$ cat src/rtl/mem_access_unit_pkg.sv
// Shared load/store definitions: access sizes, LSU states and size helpers.
package mem_access_unit_pkg;

  typedef enum logic [1:0] {
    MEM_B = 2'd0,
    MEM_H = 2'd1,
    MEM_W = 2'd2
  } mem_size_e;

  typedef enum logic [1:0] {
    IDLE = 2'd0,
    REQ  = 2'd1,
    WAIT = 2'd2,
    RESP = 2'd3
  } lsu_state_e;

  // Encoding 3 is not a real size; it behaves exactly like a word access.
  function automatic mem_size_e norm_size(input logic [1:0] size);
    return (size == 2'd3) ? MEM_W : mem_size_e'(size);
  endfunction

  function automatic logic is_misaligned(input mem_size_e size, input logic [1:0] off);
    case (size)
      MEM_H:   return off[0];
      MEM_W:   return |off;
      default: return 1'b0;
    endcase
  endfunction

endpackage

$ cat src/rtl/mem_access_unit_lsu_load_align.sv
// Extracts the addressed byte/half from a raw read word and sign/zero-extends it.
module lsu_load_align
  import mem_access_unit_pkg::*;
(
  input  logic [31:0] rdata,
  input  logic [1:0]  off,
  input  mem_size_e   size,
  input  logic        unsign,
  output logic [31:0] result
);

  logic [7:0]  byte_sel;
  logic [15:0] half_sel;

  // Lane select followed by extension according to access size.
  always_comb begin
    byte_sel = rdata[8*off +: 8];
    half_sel = rdata[16*off[1] +: 16];
    case (size)
      MEM_B:   result = {{24{byte_sel[7] & ~unsign}}, byte_sel};
      MEM_H:   result = {{16{half_sel[15] & ~unsign}}, half_sel};
      default: result = rdata;
    endcase
  end

endmodule

$ cat src/rtl/mem_access_unit.sv
// Load/store unit: one outstanding req/addr_ok/data_ok transaction on the data SRAM bus.
//
// state | meaning
// IDLE  | ready for a new memory instruction
// REQ   | request driven, waiting for addr_ok
// WAIT  | address taken, waiting for data_ok
// RESP  | one-cycle completion pulse (result or address error)
module mem_access_unit
  import mem_access_unit_pkg::*;
#(
  parameter int ADDR_W = 32
) (
  input  logic              clk,
  input  logic              reset,
  input  logic              in_valid,
  output logic              in_ready,
  input  logic              mem_read,
  input  logic              mem_write,
  input  logic [1:0]        size_mem,
  input  logic              is_unsign_load,
  input  logic [ADDR_W-1:0] addr,
  input  logic [31:0]       wdata,
  output logic              data_sram_req,
  output logic              data_sram_wr,
  output logic [1:0]        data_sram_size,
  output logic [ADDR_W-1:0] data_sram_addr,
  output logic [3:0]        data_sram_wstrb,
  output logic [31:0]       data_sram_wdata,
  input  logic              data_sram_addr_ok,
  input  logic              data_sram_data_ok,
  input  logic [31:0]       data_sram_rdata,
  output logic              out_valid,
  output logic [31:0]       out_rdata,
  output logic              out_ale
);

  lsu_state_e        state_q, state_d;
  mem_size_e         size_in, size_q;
  logic              accept, misaligned;
  logic              wr_q, unsign_q, ale_q;
  logic [ADDR_W-1:0] addr_q;
  logic [3:0]        strb_in, wstrb_q;
  logic [31:0]       wdata_in, wdata_q, rdata_q, load_result;

  assign size_in    = norm_size(size_mem);
  assign accept     = in_valid & (mem_read | mem_write);
  assign misaligned = is_misaligned(size_in, addr[1:0]);

  // Store formatting: byte enables and lane-replicated data for the incoming access.
  always_comb begin
    case (size_in)
      MEM_B: begin
        strb_in  = 4'b0001 << addr[1:0];
        wdata_in = {4{wdata[7:0]}};
      end
      MEM_H: begin
        strb_in  = 4'b0011 << {addr[1], 1'b0};
        wdata_in = {2{wdata[15:0]}};
      end
      default: begin
        strb_in  = 4'b1111;
        wdata_in = wdata;
      end
    endcase
  end

  lsu_load_align u_load_align (
    .rdata  (data_sram_rdata),
    .off    (addr_q[1:0]),
    .size   (size_q),
    .unsign (unsign_q),
    .result (load_result)
  );

  // State register.
  always_ff @(posedge clk or posedge reset) begin
    if (reset) state_q <= IDLE;
    else       state_q <= state_d;
  end

  // Next-state logic; misaligned accesses skip the bus entirely.
  always_comb begin
    state_d = state_q;
    case (state_q)
      IDLE: if (accept) state_d = misaligned ? RESP : REQ;
      REQ:  if (data_sram_addr_ok) state_d = WAIT;
      WAIT: if (data_sram_data_ok) state_d = RESP;
      RESP: state_d = IDLE;
      default: state_d = IDLE;
    endcase
  end

  // Transaction registers: captured on accept, result captured on data_ok.
  always_ff @(posedge clk or posedge reset) begin
    if (reset) begin
      addr_q   <= '0;
      size_q   <= MEM_B;
      wr_q     <= 1'b0;
      unsign_q <= 1'b0;
      wstrb_q  <= 4'b0;
      wdata_q  <= 32'b0;
      rdata_q  <= 32'b0;
      ale_q    <= 1'b0;
    end else if (state_q == IDLE && accept) begin
      ale_q   <= misaligned;
      rdata_q <= 32'b0;
      if (!misaligned) begin
        addr_q   <= addr;
        size_q   <= size_in;
        wr_q     <= mem_write;
        unsign_q <= is_unsign_load;
        wstrb_q  <= mem_write ? strb_in : 4'b0;
        wdata_q  <= mem_write ? wdata_in : 32'b0;
      end
    end else if (state_q == WAIT && data_sram_data_ok) begin
      rdata_q <= wr_q ? 32'b0 : load_result;
    end
  end

  assign in_ready        = (state_q == IDLE);
  assign data_sram_req   = (state_q == REQ);
  assign data_sram_wr    = wr_q;
  assign data_sram_size  = size_q;
  assign data_sram_addr  = addr_q;
  assign data_sram_wstrb = wstrb_q;
  assign data_sram_wdata = wdata_q;
  assign out_valid       = (state_q == RESP);
  assign out_ale         = out_valid & ale_q;
  assign out_rdata       = out_valid ? rdata_q : 32'b0;

endmodule

$ cat config.mk
export PLATFORM = sky130hd
export DESIGN_NAME = mem_access_unit
export DESIGN_NICKNAME = d
export VERILOG_FILES = /design/src/rtl/mem_access_unit_pkg.sv /design/src/rtl/mem_access_unit_lsu_load_align.sv /design/src/rtl/mem_access_unit.sv
export SDC_FILE = /design/constraint.sdc
export NUM_CORES = 1
export LEC_CHECK = 0
export BUFFER_PORTS_ARGS = -buffer_cell sky130_fd_sc_hd__buf_2
export CAP_MARGIN = 20
export CORE_MARGIN = 3
export CORE_UTILIZATION = 49
export DETAILED_ROUTE_END_ITERATION = 10
export HOLD_SLACK_MARGIN = 0.12
export PLACE_DENSITY = 0.79
export SLEW_MARGIN = 20
export SYNTH_ARGS = -nofsm -noshare
export SYNTH_HDL_FRONTEND = slang
export SYNTH_SLANG_ARGS = --single-unit
export TNS_END_PERCENT = 1
$ cat constraint.sdc
create_clock -name clk -period 4.7 [get_ports clk]
set_clock_uncertainty 0.2 [all_clocks]
set_input_delay 0.94 -clock clk [delete_from_list [all_inputs] [get_ports clk]]
set_output_delay 0.94 -clock clk [all_outputs]
set_load 0.02 [all_outputs]
== Yosys cells after proc, flatten, opt, wreduce, memory -nomap -nowiden ==
Cells that the tools add are included.
Widths: inputs -> output; s select.
Storage, ports and cells
  output and inout port bits: 107
  bits in registers: 107
  logic and storage cells: 55
Operators by class
  shift operators: 4
  equality and inequality tests: 10
  bitwise gates (word level): 7
  muxes and demuxes: 16
  reductions and logical operators: 9
Operators by type and width (count)
  $mux 32: 5
  $pmux 32 s2: 2
  $shiftx 32x6->16: 1
  $shiftx 32x6->8: 1
  $mux 2: 5
  $eq 2x2->1 const B: 4
  $pmux 2 s4: 1
  $pmux 4 s2: 1
  $eq 2x1->1 const B: 3
  $logic_not 2->1: 3
  $and 1x1->1: 4
  $mux 4: 1
  $ne 2x1->1 const B: 2
  $shl 1x2->4 const A: 1
  $shl 2x2->4 const A: 1
  $reduce_and 3->1: 1
  $logic_and 1x1->1: 2
  $ne 2x2->1 const B: 1
  $not 1->1: 2
  $pmux 1 s2: 1
  $reduce_and 2->1: 1
  $reduce_bool 2->1: 1
  $reduce_or 2->1: 1
  $or 1x1->1: 1

== Longest topological paths before layout ==
  depth in word-level cells: 7
  gate-level depth with buffers: 8
  depth with buffers taken out: 6

== By module ==
Synthesis repeated with hierarchy kept, for this count alone.
Second synthesis, totals
  cell total of the unflattened synthesis: 555
  area, all modules: 6045.8 um2
Modules (own cells, without submodules)
  mem_access_unit: area each 5343.9 um2, instances 1, cells an instance 459
  lsu_load_align: area each 701.9 um2, instances 1, cells an instance 96

== Least setup slack after synthesis ==
Ideal clock, no wire load.
  path type: reg2out
  start: register state_q[0]
  end: output port out_rdata[10]
  arrival time: 1.177 ns
  path slack: 2.383 ns
  buffers on the path: 1
  required time: 3.560 ns
  stages on the path, launching flop included: 4
  cells stage by stage: dfrtp_1 ha_1 clkbuf_1 and2_1
Between the ends
  word-level cells in the longest chain between the ends: 2
RTL lines
  from (decl): line mem_access_unit.sv:37  | lsu_state_e state_q, state_d;
  from (signal assigned): line mem_access_unit.sv:78  | else state_q <= state_d;
  $eq 2x2->1: line mem_access_unit.sv:127  | assign out_valid = (state_q == RESP);
  via out_valid: line mem_access_unit.sv:32  | output logic out_valid,
  $mux 32: line mem_access_unit.sv:129  | assign out_rdata = out_valid ? rdata_q : 32'b0;
  to (decl): line mem_access_unit.sv:33  | output logic [31:0] out_rdata,
The timed path passes the listed nets, and every way through them passes these cells.

== Worst setup path in the final report ==
  start: register state_q[0]
  end: output port out_rdata[28]
Between the ends
  word-level cells in the longest chain between the ends: 2
RTL lines (line)
  $eq 2x2->1: mem_access_unit.sv:127
  $mux 32: mem_access_unit.sv:129
No other way between the ends.

==> impl_metrics.py <==
metrics = {
    "timing": {
        "rsz0062_at_grt": "no",
        "slew_viol_final": 0,
        "max_clock_freq_mhz": 316,
        "worstMarginPinSlew_ns": 1.01,
        "min_period_ns": 3.16,
        "timing.slew.headroom_pct": 32.6,
        "hold_viol": 0,
        "finalSetupTns_ns": 0,
        "setup_violations": 0,
        "min_period_over_period_pct": 67.3,
    },
    "layout": {
        "area_growth_pct": 24.9,
        "drive_gt1_share_pct": 40.1,
        "final_cell_count_no_fill": 837,
        "nNetsFinal": 807,
        "fillers": 867,
        "antennaDiodeCount": 0,
    },
    "synthesis": {
        "synth_cells": 504,
        "synthSimpleGateAreaFrac_pct": 14.0,
        "ys_types": 39,
        "synth_xor_area_share_pct": 0.165,
        "yosysWarnings": 0,
        "synth_top_family_by_area": "compound AO/OA/AOI/OAI gates",
        "synth_edf_count": 0,
        "synthMuxAreaShare_pct": 14.3,
        "ys.flop_type": "dfrtp_1",
        "synth_fa_ha_area_share_pct": 0.942,
        "async_flop_share_pct": 100,
        "synth-compound-area-share_pct": 16.6,
        "syn_nets": 614,
        "ys_seq_area_share_pct": 50.4,
        "ys_ff_latch": 107,
        "synth_area_um2": 5310,
        "synth.avg_cell_area_um2": 10.5,
    },
    "clock_network": {
        "postCtsHoldBufs": 0,
        "htree_num_levels": 3,
        "clk_pin_slew_ns": 0.09,
        "cts_setup_buffers": 0,
        "clk_latency_ns": 0.37,
        "clock_sinks": 107,
        "cts_buffer_depth": 2,
        "cts_tree": "done",
        "cts_buffers": 9,
        "clock-root-buffer": "clkbuf_8",
        "cts_resized": 0,
    },
    "min_path": {
        "whs_path_depth": 2,
        "min_path_type": "flip-flop to flip-flop",
        "worstHoldStart": "rdata_q[0]",
    },
    "pwr": {
        "leakage_nw": 3.48,
        "power_density_nw_per_um2": 609,
        "design_power_total_mw": 4.04,
        "irDropWorstVdd_uv": 376,
    },
    "floorplan": {
        "start_util_pct": 51.0,
        "fp.dieArea_um2": 12100,
        "die_h_um": 110,
        "fp.dieW_um": 110,
        "placementRows": 37,
        "core_um2": 10400,
        "io_pins": 213,
    },
    "global_route": {
        "antenna_found_initial": 0,
        "grt_pass1_vias": 4455,
        "grt_max_degree": 78,
        "track_usage_pct": 23.6,
        "grt_pass1_wl_um": 22300,
        "overflow": 0,
    },
    "detailed_routing": {
        "via_per_inst": 5.43,
        "wire_per_inst_um": 17.0,
        "wirelength_um": 14200,
        "drt_pass1_iterations": 5,
        "ant_nets": 0,
        "drt_iter0_markers": 280,
        "drc": 0,
        "routed-via-count": 4545,
    },
    "placed_design": {
        "dp_cells": 822,
        "gp_congestion": 0.882,
        "dp_hpwl_um": 10400,
        "numPortBuffers": 212,
    },
    "worst_setup_path": {
        "reg2reg_depth": 6,
        "cp_max_fo": 34,
        "worstSetupPathType": "flip-flop to primary output",
        "startpoint_type": "flip-flop",
        "required_ns": 3.56,
        "critPathCaptureType": "primary output",
        "arrival_ns": 2.02,
        "r2r_start": "state_q[0]",
        "crit_start": "state_q[0]",
    },
    "flow_run": {
        "maxCapViolCount": 0,
    },
    "run_status": {
        "status": "completed",
    },
}
==> synthesized netlist by cell type (all sizes together), types with 2 or more instances <==
cell type,number,area (um^2)
nand2b,13,81.3
o21ai,59,295
ha,4,50.1
or3,5,31.3
a21oi,8,40.0
nor3,2,26.3
a22o,17,149
nor2b,7,43.8
and2,33,206
nand2,82,308
buf,18,96.4
inv,7,26.3
a21o,16,120
nor2,4,17.5
a32o,7,70.1
mux2i,31,310
clkbuf,17,63.8
mux2,39,447
a21boi,2,26.3
dfrtp,107,2680
o31ai,16,120
==> worst paths after layout <==
kind                                       end  slack [ns]
max                              out_rdata[28]        1.54
min                                 rdata_q[0]        0.28
max reg2reg                data_sram_wdata[15]        1.97
min reg2reg                         rdata_q[0]        0.28
max in group asynchronous   data_sram_addr[28]        2.75
min in group asynchronous          rdata_q[25]        0.57
==> per-layer routing <==
metal / global-route usage (%) / vias up / routed length (um)
met3: 7.69 / 21 / 1550
met5: 0 / - / 0
met1: 30.4 / 2146 / 5780
li1: - / 2140 / -
met2: 37.8 / 238 / 6650
met4: 7.21 / 0 / 261
==> critical path: stages, from the launching register on <==
cell	delay (ns)
dfrtp_1	0.40
ha_1	0.83
and2_1	0.25
buf_2	0.17
==> logic make-up (layout without fill, tap and decap cells) <==
family	Yosys count	in the layout
AND/OR/NAND/NOR	150	150
AO/OA/AOI/OAI	129	129
flip-flops	107	107
multiplexers	70	70
buffers and inverters	43	240
adder cells (fa/ha/maj)	4	4
XOR/XNOR	1	1
==> area by class of cell <==
class                      count  area (um^2)  area share (%)
tap                          136          170            2.57
timing repair buffer         217         1100            16.6
sequential                   107         2680            40.4
inverter                       8         32.5           0.490
multi-input combinational    354         2450            37.0
clock buffer                  10          138            2.08
clock inverter                 5         61.3           0.924
==> stage by stage <==
step | util (%) | area (um^2) | setup WS [ns] | hold slack (ns)
2_1_floorplan | - | 5310 | 0.743 | 0.242
3_3_place_gp | 61.8 | 6430 | 1.51 | 0.258
3_5_place_dp | 61.8 | 6430 | 1.42 | 0.261
4_1_cts | 63.7 | 6630 | 1.51 | 0.284
5_1_grt | 63.7 | 6630 | 1.38 | 0.308
6_report | 63.7 | 6630 | 1.54 | 0.282
==> flip-flops by register name (all words and copies together), names as in the netlist <==
signal,cells
data_sram_size,2
ale_q,1
unsign_q,1
data_sram_wr,1
rdata_q,32
data_sram_wdata,32
state_q,2
data_sram_wstrb,4
data_sram_addr,32
==> cells in the final DEF (no fill, tap or decap), drive strengths merged, types with 2 or more instances in the layout <==
cell type,instances
a21boi,2
a21o,16
a21oi,8
a22o,17
a32o,7
and2,33
buf,217
clkbuf,10
clkinvlp,3
dfrtp,107
ha,4
inv,8
mux2,39
mux2i,31
nand2,82
nand2b,13
nor2,4
nor2b,7
nor3,2
o21ai,59
o31ai,16
or3,5
==> power by group <==
part | internal, mW | leakage [nW] | switching [mW]
sequential | 1.31 | 1.37 | 0.274
combinational | 0.743 | 2.01 | 1.14
clock | 0.260 | 0.0910 | 0.317
Note: power is estimated with default switching activity, not from simulation.
